--- config.mk ---
export PLATFORM = sky130hd
export DESIGN_NAME = wm_phase_monitor_flat
export DESIGN_NICKNAME = d
export VERILOG_FILES = /design/src/rtl/wm_phase_monitor_if.sv /design/src/rtl/wm_phase_monitor.sv /design/src/flat_wrapper.sv
export SDC_FILE = /design/constraint.sdc
export NUM_CORES = 1
export LEC_CHECK = 0
export ABC_AREA = 1
export BUFFER_PORTS_ARGS = -buffer_cell sky130_fd_sc_hd__buf_2
export CAP_MARGIN = 20
export CORE_ASPECT_RATIO = 0.6
export CORE_MARGIN = 2
export CORE_UTILIZATION = 40
export CTS_BUF_LIST = sky130_fd_sc_hd__clkbuf_4 sky130_fd_sc_hd__clkbuf_8 sky130_fd_sc_hd__clkbuf_16
export DETAILED_ROUTE_END_ITERATION = 7
export SYNTH_ARGS = -nofsm -noshare
export SYNTH_HDL_FRONTEND = slang
export SYNTH_SLANG_ARGS = --single-unit
export TNS_END_PERCENT = 20
--- constraint.sdc ---
create_clock -name clk -period 4.9 [get_ports clk]
set_input_delay 0.245 -clock clk [delete_from_list [all_inputs] [get_ports clk]]
set_output_delay 0.245 -clock clk [all_outputs]
set_load 0.02 [all_outputs]
--- src/rtl/wm_phase_monitor_if.sv ---
// Observation bundle between the washer controller and its phase monitor.
// Controller-side phase/start/clear signals flow in; monitor status flows out.
// The controller (or a bench standing in for it) uses the master modport.
interface wm_phase_monitor_if #(
   parameter int CYC_W = 8
);
   // Observed controller outputs plus the operator fault-clear request
   logic             start;
   logic             wash;
   logic             rinse;
   logic             spin;
   logic             clear_fault;

   // Monitor status, all registered inside the monitor
   logic             phase_done;
   logic             cycle_done;
   logic             fault;
   logic [2:0]       fault_code;
   logic [CYC_W-1:0] cycle_count;

   modport master (
      output start, wash, rinse, spin, clear_fault,
      input  phase_done, cycle_done, fault, fault_code, cycle_count
   );

   modport slave (
      input  start, wash, rinse, spin, clear_fault,
      output phase_done, cycle_done, fault, fault_code, cycle_count
   );
endinterface

--- src/rtl/wm_phase_monitor.sv ---
// Washer phase monitor: checks phase order, one-hot phases and per-phase durations, counts cycles, latches first fault.
// Latency: every output is registered and reflects the inputs sampled on the preceding rising edge (1 cycle).
// Backpressure: none; a passive observer that never stalls the controller, it only flags violations.
module wm_phase_monitor #(
   parameter int CNT_W     = 8,
   parameter int CYC_W     = 8,
   parameter int ARM_TO    = 4,
   parameter int WASH_MIN  = 2,
   parameter int WASH_MAX  = 4,
   parameter int RINSE_MIN = 2,
   parameter int RINSE_MAX = 4,
   parameter int SPIN_MIN  = 2,
   parameter int SPIN_MAX  = 4
) (
   input  logic              clk,
   input  logic              reset,
   wm_phase_monitor_if.slave mon
);

   typedef enum logic [2:0] {
      ST_IDLE,
      ST_ARMED,
      ST_WASH,
      ST_RINSE,
      ST_SPIN,
      ST_FAULT
   } state_t;

   localparam logic [2:0] FC_NONE    = 3'd0;
   localparam logic [2:0] FC_ONEHOT  = 3'd1;
   localparam logic [2:0] FC_ORDER   = 3'd2;
   localparam logic [2:0] FC_SHORT   = 3'd3;
   localparam logic [2:0] FC_LONG    = 3'd4;
   localparam logic [2:0] FC_NOSTART = 3'd5;

   // Limits resized once to the counter width so comparisons stay width-exact
   localparam logic [CNT_W-1:0] ARM_TO_C    = CNT_W'(ARM_TO);
   localparam logic [CNT_W-1:0] WASH_MIN_C  = CNT_W'(WASH_MIN);
   localparam logic [CNT_W-1:0] WASH_MAX_C  = CNT_W'(WASH_MAX);
   localparam logic [CNT_W-1:0] RINSE_MIN_C = CNT_W'(RINSE_MIN);
   localparam logic [CNT_W-1:0] RINSE_MAX_C = CNT_W'(RINSE_MAX);
   localparam logic [CNT_W-1:0] SPIN_MIN_C  = CNT_W'(SPIN_MIN);
   localparam logic [CNT_W-1:0] SPIN_MAX_C  = CNT_W'(SPIN_MAX);

   state_t           state_q, state_d;
   logic [CNT_W-1:0] dur_q, dur_d;
   logic [CNT_W-1:0] arm_q, arm_d;
   logic             phase_done_q, phase_done_d;
   logic             cycle_done_q, cycle_done_d;
   logic             fault_q, fault_d;
   logic [2:0]       fault_code_q, fault_code_d;
   logic [CYC_W-1:0] cycle_count_q, cycle_count_d;

   logic             any_hi;
   logic             multi_hi;
   logic [2:0]       err;

   // Phase-line summaries shared by every state
   assign any_hi   = mon.wash | mon.rinse | mon.spin;
   assign multi_hi = (mon.wash & mon.rinse) | (mon.wash & mon.spin) | (mon.rinse & mon.spin);

   // State register and registered outputs; reset returns to IDLE with every output low
   always_ff @(posedge clk or negedge reset) begin
      if (!reset) begin
         state_q       <= ST_IDLE;
         dur_q         <= '0;
         arm_q         <= '0;
         phase_done_q  <= 1'b0;
         cycle_done_q  <= 1'b0;
         fault_q       <= 1'b0;
         fault_code_q  <= FC_NONE;
         cycle_count_q <= '0;
      end else begin
         state_q       <= state_d;
         dur_q         <= dur_d;
         arm_q         <= arm_d;
         phase_done_q  <= phase_done_d;
         cycle_done_q  <= cycle_done_d;
         fault_q       <= fault_d;
         fault_code_q  <= fault_code_d;
         cycle_count_q <= cycle_count_d;
      end
   end

   // Next-state logic: legal progress first, then a fault (highest-priority code) overrides everything
   always_comb begin
      state_d       = state_q;
      dur_d         = dur_q;
      arm_d         = arm_q;
      phase_done_d  = 1'b0;
      cycle_done_d  = 1'b0;
      fault_d       = fault_q;
      fault_code_d  = fault_code_q;
      cycle_count_d = cycle_count_q;
      err           = FC_NONE;

      case (state_q)
         ST_IDLE: begin
            if (any_hi) begin
               // Only a wash accompanied by start may skip the armed wait
               if (mon.start && mon.wash && !mon.rinse && !mon.spin) begin
                  state_d = ST_WASH;
                  dur_d   = CNT_W'(1);
               end else begin
                  err = FC_ORDER;
               end
            end else if (mon.start) begin
               state_d = ST_ARMED;
               arm_d   = '0;
            end
         end

         ST_ARMED: begin
            if (mon.rinse || mon.spin) begin
               err = FC_ORDER;
            end else if (mon.wash) begin
               state_d = ST_WASH;
               dur_d   = CNT_W'(1);
            end else if (arm_q + 1'b1 >= ARM_TO_C) begin
               err = FC_NOSTART;
            end else begin
               arm_d = arm_q + 1'b1;
            end
         end

         ST_WASH: begin
            if (mon.wash) begin
               // Sample that would take dur past the limit is itself the violation
               if (dur_q >= WASH_MAX_C) err = FC_LONG;
               else                     dur_d = dur_q + 1'b1;
            end else if (mon.rinse && !mon.spin) begin
               if (dur_q < WASH_MIN_C) begin
                  err = FC_SHORT;
               end else begin
                  state_d      = ST_RINSE;
                  dur_d        = CNT_W'(1);
                  phase_done_d = 1'b1;
               end
            end else begin
               err = FC_ORDER;
            end
         end

         ST_RINSE: begin
            if (mon.rinse) begin
               if (dur_q >= RINSE_MAX_C) err = FC_LONG;
               else                      dur_d = dur_q + 1'b1;
            end else if (mon.spin && !mon.wash) begin
               if (dur_q < RINSE_MIN_C) begin
                  err = FC_SHORT;
               end else begin
                  state_d      = ST_SPIN;
                  dur_d        = CNT_W'(1);
                  phase_done_d = 1'b1;
               end
            end else begin
               err = FC_ORDER;
            end
         end

         ST_SPIN: begin
            if (mon.spin) begin
               if (dur_q >= SPIN_MAX_C) err = FC_LONG;
               else                     dur_d = dur_q + 1'b1;
            end else if (!mon.wash && !mon.rinse) begin
               if (dur_q < SPIN_MIN_C) begin
                  err = FC_SHORT;
               end else begin
                  // Cycle complete: count saturates rather than wrapping
                  state_d      = ST_IDLE;
                  dur_d        = '0;
                  phase_done_d = 1'b1;
                  cycle_done_d = 1'b1;
                  if (cycle_count_q != '1) cycle_count_d = cycle_count_q + 1'b1;
               end
            end else begin
               err = FC_ORDER;
            end
         end

         ST_FAULT: begin
            // Clearing is only safe once the controller has dropped every phase
            if (mon.clear_fault && !any_hi) begin
               state_d      = ST_IDLE;
               dur_d        = '0;
               arm_d        = '0;
               fault_d      = 1'b0;
               fault_code_d = FC_NONE;
            end
         end

         default: begin
            state_d = ST_IDLE;
            dur_d   = '0;
            arm_d   = '0;
         end
      endcase

      // Overlapping phases outrank every state-specific violation
      if ((state_q != ST_FAULT) && multi_hi) err = FC_ONEHOT;

      if (err != FC_NONE) begin
         state_d       = ST_FAULT;
         fault_d       = 1'b1;
         fault_code_d  = err;
         phase_done_d  = 1'b0;
         cycle_done_d  = 1'b0;
         dur_d         = dur_q;
         arm_d         = arm_q;
         cycle_count_d = cycle_count_q;
      end
   end

   assign mon.phase_done  = phase_done_q;
   assign mon.cycle_done  = cycle_done_q;
   assign mon.fault       = fault_q;
   assign mon.fault_code  = fault_code_q;
   assign mon.cycle_count = cycle_count_q;

endmodule
--- src/flat_wrapper.sv ---
// flat-port wrapper written by rule: the top's interface ports become plain ports
module wm_phase_monitor_flat 
#(
   parameter int CNT_W     = 8,
   parameter int CYC_W     = 8,
   parameter int ARM_TO    = 4,
   parameter int WASH_MIN  = 2,
   parameter int WASH_MAX  = 4,
   parameter int RINSE_MIN = 2,
   parameter int RINSE_MAX = 4,
   parameter int SPIN_MIN  = 2,
   parameter int SPIN_MAX  = 4
)
  (clk, reset, mon_start, mon_wash, mon_rinse, mon_spin, mon_clear_fault, mon_phase_done, mon_cycle_done, mon_fault, mon_fault_code, mon_cycle_count);
  wm_phase_monitor_if #(.CYC_W(CYC_W)) mon_i ();
  input  logic clk;
  input  logic reset;
  input wire logic [$bits(mon_i.start)-1:0] mon_start;
  input wire logic [$bits(mon_i.wash)-1:0] mon_wash;
  input wire logic [$bits(mon_i.rinse)-1:0] mon_rinse;
  input wire logic [$bits(mon_i.spin)-1:0] mon_spin;
  input wire logic [$bits(mon_i.clear_fault)-1:0] mon_clear_fault;
  output wire logic [$bits(mon_i.phase_done)-1:0] mon_phase_done;
  output wire logic [$bits(mon_i.cycle_done)-1:0] mon_cycle_done;
  output wire logic [$bits(mon_i.fault)-1:0] mon_fault;
  output wire logic [$bits(mon_i.fault_code)-1:0] mon_fault_code;
  output wire logic [$bits(mon_i.cycle_count)-1:0] mon_cycle_count;
  assign mon_i.start = mon_start;
  assign mon_i.wash = mon_wash;
  assign mon_i.rinse = mon_rinse;
  assign mon_i.spin = mon_spin;
  assign mon_i.clear_fault = mon_clear_fault;
  assign mon_phase_done = mon_i.phase_done;
  assign mon_cycle_done = mon_i.cycle_done;
  assign mon_fault = mon_i.fault;
  assign mon_fault_code = mon_i.fault_code;
  assign mon_cycle_count = mon_i.cycle_count;
  wm_phase_monitor #(.CNT_W(CNT_W), .CYC_W(CYC_W), .ARM_TO(ARM_TO), .WASH_MIN(WASH_MIN), .WASH_MAX(WASH_MAX), .RINSE_MIN(RINSE_MIN), .RINSE_MAX(RINSE_MAX), .SPIN_MIN(SPIN_MIN), .SPIN_MAX(SPIN_MAX)) u_core (.clk(clk), .reset(reset), .mon(mon_i));
endmodule
### Word-level counts from Yosys, hierarchy flattened

Index checks and enable logic that the tools add are counted.

* register bits: 33
* input port bits: 7
* output and inout bits: 14

* add/subtract/negate cells: 3
* magnitude comparators: 3
* equality and inequality tests: 34
* muxes and demuxes: 69
* bitwise operators: 11
* reduce and logical (&&, ||, !) cells: 23

Operator list (count)
* 8-bit two-way mux: 19
* 3-bit two-way mux: 27
* 8-bit case mux with 6 select lines: 1
* 8-bit case mux with 4 select lines: 1
* 8-bit by 1-bit adder with 8-bit output (second input constant): 3
* 3-bit by 2-bit != test with 1-bit output (second input constant): 7
* 3-bit != test (second input constant): 6
* 3-bit case mux with 6 select lines: 1
* 8-bit by 3-bit greater-or-equal comparator with 1-bit output (second input constant): 2
* 3-bit case mux with 5 select lines: 1
* 14-bit AND reduction: 1
* 1-bit two-way mux: 13
* 2-bit != test (second input constant): 6
* 3-bit by 1-bit != test with 1-bit output (second input constant): 4
* 2-bit two-way mux: 5
* 10-bit AND reduction: 1
* 1-bit logical AND: 8
* 8-bit by 2-bit < comparator with 1-bit output (second input constant): 1
* 8-bit != test (second input constant): 1
* 8-bit AND reduction: 1
* 3-bit by 2-bit == test with 1-bit output (second input constant): 2
* 3-bit == test (second input constant): 2
* 2-bit by 1-bit != test with 1-bit output (second input constant): 3
* 6-bit AND reduction: 1
* 14 further kinds: 26

### Logic depth before layout (Yosys ltp)

* word-level depth: 10
* mapped depth: 14
* gate-level depth less buffers: 13

### Worst setup path after synthesis

Ideal clock, no wire load.

* kind: reg2reg
* start point: register u_core.arm_q[0]
* end point: register u_core.dur_q[0]
* arrival time: 1.695 ns
* data required time: 4.783 ns
* setup slack: 3.088 ns
* cell stages (with the launch flop): 15
* clock period less this slack: 1.812 ns
* path through: dfrtp_1 -> ha_1 -> nand3_1 -> nor2_1 -> nand2_1 -> nand2_1 -> nor2_1 -> nand3_1 -> nand3_1 -> nand3_1 -> nor2_2 -> buf_6 -> nand3_4 -> nand2_1 -> nand2_1

* cells in the longest elaborated chain, start to end: 10

RTL lines
* start: declaration: line wm_phase_monitor.sv:47 `logic [CNT_W-1:0] arm_q, arm_d;`
* start signal: assignment: line wm_phase_monitor.sv:76 `arm_q <= arm_d;`
* 8-bit by 1-bit adder with 8-bit output: line wm_phase_monitor.sv:119 `end else if (arm_q + 1'b1 >= ARM_TO_C) begin`
* 8-bit by 3-bit greater-or-equal comparator with 1-bit output: line wm_phase_monitor.sv:119
* 3-bit two-way mux: line wm_phase_monitor.sv:119
* 3-bit two-way mux: line wm_phase_monitor.sv:116 `end else if (mon.wash) begin`
* 3-bit two-way mux: line wm_phase_monitor.sv:114 `if (mon.rinse || mon.spin) begin`
* 3-bit case mux with 5 select lines: line wm_phase_monitor.sv:97 `case (state_q)`
* 3-bit two-way mux: line wm_phase_monitor.sv:200 `if ((state_q != ST_FAULT) && multi_hi) err = FC_ONEHOT;`
* 3-bit nonzero test: line wm_phase_monitor.sv:202 `if (err != FC_NONE) begin`
* 1-bit NOT (no line)
* 10-bit AND reduction (no line)
* end signal: assignment: line wm_phase_monitor.sv:75 `dur_q <= dur_d;`
* end: declaration: line wm_phase_monitor.sv:46 `logic [CNT_W-1:0] dur_q, dur_d;`

No other way between the ends.
A chain may end at the register's enable or synchronous reset.

### Worst setup path after layout

* start point: register u_core.arm_q[0]
* end point: register u_core.arm_q[1]

* cells in the longest elaborated chain, start to end: 10

RTL lines (line)
* 8-bit by 1-bit adder with 8-bit output *: wm_phase_monitor.sv:119, wm_phase_monitor.sv:122
* 8-bit by 3-bit greater-or-equal comparator with 1-bit output: wm_phase_monitor.sv:119
* 3-bit two-way mux: wm_phase_monitor.sv:119
* 3-bit two-way mux: wm_phase_monitor.sv:116
* 3-bit two-way mux: wm_phase_monitor.sv:114
* 3-bit case mux with 5 select lines: wm_phase_monitor.sv:97
* 3-bit two-way mux: wm_phase_monitor.sv:200
* 3-bit nonzero test: wm_phase_monitor.sv:202
* 1-bit NOT (no line)
* 8-bit AND reduction (no line)

Mark *: on every way between the ends. The rest lies on a longest branch, timed or not. The select of a mux whose other input is x is not followed.

==> results.ini <==
[run_status]
status = finished, final reports clean

[floorplan]
start_util_pct = 42.7
core_mm2 = 0.00471
die_y_um = 58.9
rows = 19
die_area_mm2 = 0.00562
num_io_pins = 21
die_w_um = 95.5

[worst_setup_path]
path_common_cell = nand3_1
start_kind = flip-flop
rrSetupSlack_ns = 2.59
r2r_end = u_core.arm_q[1]
worst_r2r_path_depth = 12
cp_top_family = simple AND/OR/NAND/NOR gates
critPathMaxFanout = 11
r2r_start = u_core.arm_q[0]
critPathArrivalTime_ns = 2.48
slowest_delay_ns = 0.41
critPathBufInv = 0
worst-setup-path-type = reg2reg
cp_cell_sequence = ha_1, nand3_1, o21ai_1, nand2_1, nor2_1, nand3_1, nand3_1, nand3_1, nor2_2, nand3_2, nand2_1, nand2_1
cp.required_ns = 5.08
cp-end-kind = flip-flop
slowest_stage = dfrtp_1

[timing]
worstMarginPinSlew_ns = 0.710
timing.final.crit_share_pct = 47.0
finalSetupTns_ns = 0
layout_min_cycle_time_ns = 2.31
rsz0062_at_grt = false
setup_viol = 0
max_freq_ghz = 0.434
slew_violations = 0
max_slew_margin_pct = 52.7
hold_viol = 0
finClkSkew_ns = 0.00525

[min_path]
hp-class = in2async

[detailed_routing]
first_pass_iters = 5
drt-initial-drc-count = 175
routed_wl_mm = 4.51
wl_per_cell_um = 12.7
vias = 1762
drc = 0
routed_via_density = 4.98
ant_nets = 0

[cells_and_area]
finish.net_count = 301
layout-drive-gt1-share_pct = 17.9
diodes = 0
fin_area_mm2 = 0.00226
finalNonFillerCells = 354
multi_input_area_mm2 = 0.00100
seq_area_um2 = 826
num-fill-cells = 462
fin_util_pct = 48.0
syn_to_final_growth_pct = 12.4

[cts]
htree_levels = 2
cts_sinks = 33
clock_latency_ns = 0.29
cts-root-buf = clkbuf_8
cts_tree = yes
cts_buffer_depth = 2
clk_pin_slew_ns = 0.07
cts_hold_buf = 0
cts_made_buffers = 5
post_cts_buffers = 0
cts_resized = 0

[placed_design]
place_area_mm2 = 0.00217
dp.cells = 346
gp_congestion = 0.983
dp_hpwl_mm = 3.55
numPortBuffers = 20

[synthesis]
synth.distinct_cells = 36
ys_warn_count = 0
syn_area_per_cell_um2 = 7.58
synth-seq-cells = 33
synth_fp_nets = 276
synthCells = 265
syn_area_mm2 = 0.00201
seq_area_frac_synth_pct = 41.1

[power]
p_leak_nw = 1.25
irDropWorstVdd_v = 0.000183
power_density_mw_per_mm2 = 408

[global_routing]
first_global_vias = 1638
grt_pass1_wl_mm = 7.77
overflow = 0
grt_use_total_pct = 18.2
antenna_found_initial = 0
grt_max_degree = 34

[job]
max-cap-violations = 0

per-layer routing:
metal / wire length, um / global-route usage (%) / part of all wire [%]
met5: 0 / 0 / 0
met4: 33 / 4.69 / 0.73
met3: 345 / 5.76 / 7.7
met2: 1700 / 23.2 / 38
met1: 2430 / 29.1 / 54
cells by family after synthesis:
kind of cell | count (synthesis) | synth area share (%)
XOR/XNOR | 10 | 4.36
adder cells (fa/ha/maj) | 4 | 2.49
buffers and inverters | 46 | 9.03
multiplexers | 1 | 0.560
AND/OR/NAND/NOR | 146 | 34.9
flip-flops | 33 | 41.1
AO/OA/AOI/OAI | 25 | 7.53
through the flow:
stage	setup slack, ns	total power [mW]	hold slack, ns
finish	2.59	0.921	0.00255
global placement	2.71	0.727	0.338
CTS	2.60	0.924	0.0249
global route	2.28	0.999	0.0663
floorplan	3.09	0.636	-0.0506
detailed placement	2.62	0.721	0.341
final cells by class:
cell class              count  area share, %
clock inverters             3          0.776
well taps                  63           3.49
flip-flops and latches     33           36.6
multi-input cells         186           44.4
repair buffers             20           4.43
clock buffers               5           3.05
inverters                  44           7.31
sequential cells by signal, indices dropped and copies added (netlist names):
register / cells
u_core.arm_q: 8
u_core.dur_q: 8
u_core.mon.cycle_count: 8
u_core.mon.cycle_done: 1
u_core.mon.fault: 1
u_core.mon.fault_code: 3
u_core.mon.phase_done: 1
u_core.state_q: 3
synth_stat cells:
master | count | area share (%)
nor3_1 | 3 | 0.75
ha_1 | 4 | 2.5
nand2_2 | 4 | 1.2
o21ai_0 | 8 | 2.0
o221ai_1 | 1 | 0.44
nor4_4 | 1 | 1.1
nand3_4 | 1 | 0.87
o211ai_1 | 1 | 0.37
nor2_2 | 4 | 1.2
or2_1 | 1 | 0.31
nand2_1 | 68 | 13
nor2_1 | 25 | 4.7
nor3b_1 | 1 | 0.37
inv_1 | 36 | 6.7
xnor2_1 | 4 | 1.7
inv_2 | 8 | 1.5
o31ai_1 | 1 | 0.37
a21boi_0 | 1 | 0.37
nor2_4 | 2 | 1.1
nand3b_1 | 1 | 0.37
buf_6 | 1 | 0.56
o2111ai_1 | 1 | 0.44
o21ai_2 | 1 | 0.44
o21ai_1 | 3 | 0.75
a31oi_1 | 1 | 0.31
o22ai_1 | 1 | 0.31
nor3_4 | 1 | 0.81
nand3_1 | 22 | 5.5
buf_2 | 1 | 0.25
nand4_1 | 11 | 3.4
o211a_1 | 1 | 0.50
nand3_2 | 1 | 0.50
dfrtp_1 | 33 | 41
a21oi_1 | 5 | 1.2
mux2_2 | 1 | 0.56
xor2_1 | 6 | 2.6
placed cells by master, fill, tap and decap left out, types with 2 or more instances in the layout:
| cell | Yosys | layout |
|---|---|---|
| nor2_4 | 2 | 2 |
| nor2_1 | 25 | 25 |
| inv_1 | 36 | 36 |
| clkbuf_8 | 0 | 5 |
| dfrtp_1 | 33 | 33 |
| buf_2 | 1 | 20 |
| inv_2 | 8 | 8 |
| ha_1 | 4 | 4 |
| o21ai_0 | 8 | 8 |
| nand2_1 | 68 | 68 |
| a21oi_1 | 5 | 5 |
| nand2_2 | 4 | 4 |
| nand4_1 | 11 | 11 |
| o21ai_1 | 3 | 3 |
| nor2_2 | 4 | 4 |
| xnor2_1 | 4 | 4 |
| clkinv_2 | 0 | 2 |
| xor2_1 | 6 | 6 |
| nor3_1 | 3 | 3 |
| nand3_1 | 22 | 22 |
power breakdown:
| group | switching [mW] | total (mW) | leakage, nW | internal [mW] |
|---|---|---|---|---|
| clock network | 0.103 | 0.201 | 0.0439 | 0.0979 |
| logic | 0.258 | 0.377 | 0.763 | 0.118 |
| registers | 0.0357 | 0.343 | 0.443 | 0.308 |
| total | 0.397 | 0.921 | 1.25 | 0.524 |
worst max path at each step:
| stage | slack, ns | from | end | depth (start not counted) |
|---|---|---|---|---|
| after floorplan | 3.09 | u_core.arm_q[0] | u_core.dur_q[0] | 14 |
| after global placement | 2.71 | u_core.arm_q[0] | u_core.arm_q[1] | 11 |
| after detailed placement | 2.62 | u_core.arm_q[0] | u_core.arm_q[1] | 12 |
| after CTS | 2.60 | u_core.arm_q[0] | u_core.arm_q[1] | 12 |
| after global routing | 2.28 | u_core.arm_q[0] | u_core.arm_q[1] | 12 |
| final | 2.59 | u_core.arm_q[0] | u_core.arm_q[1] | 12 |
No activity file was read; power rests on OpenSTA's default activity.
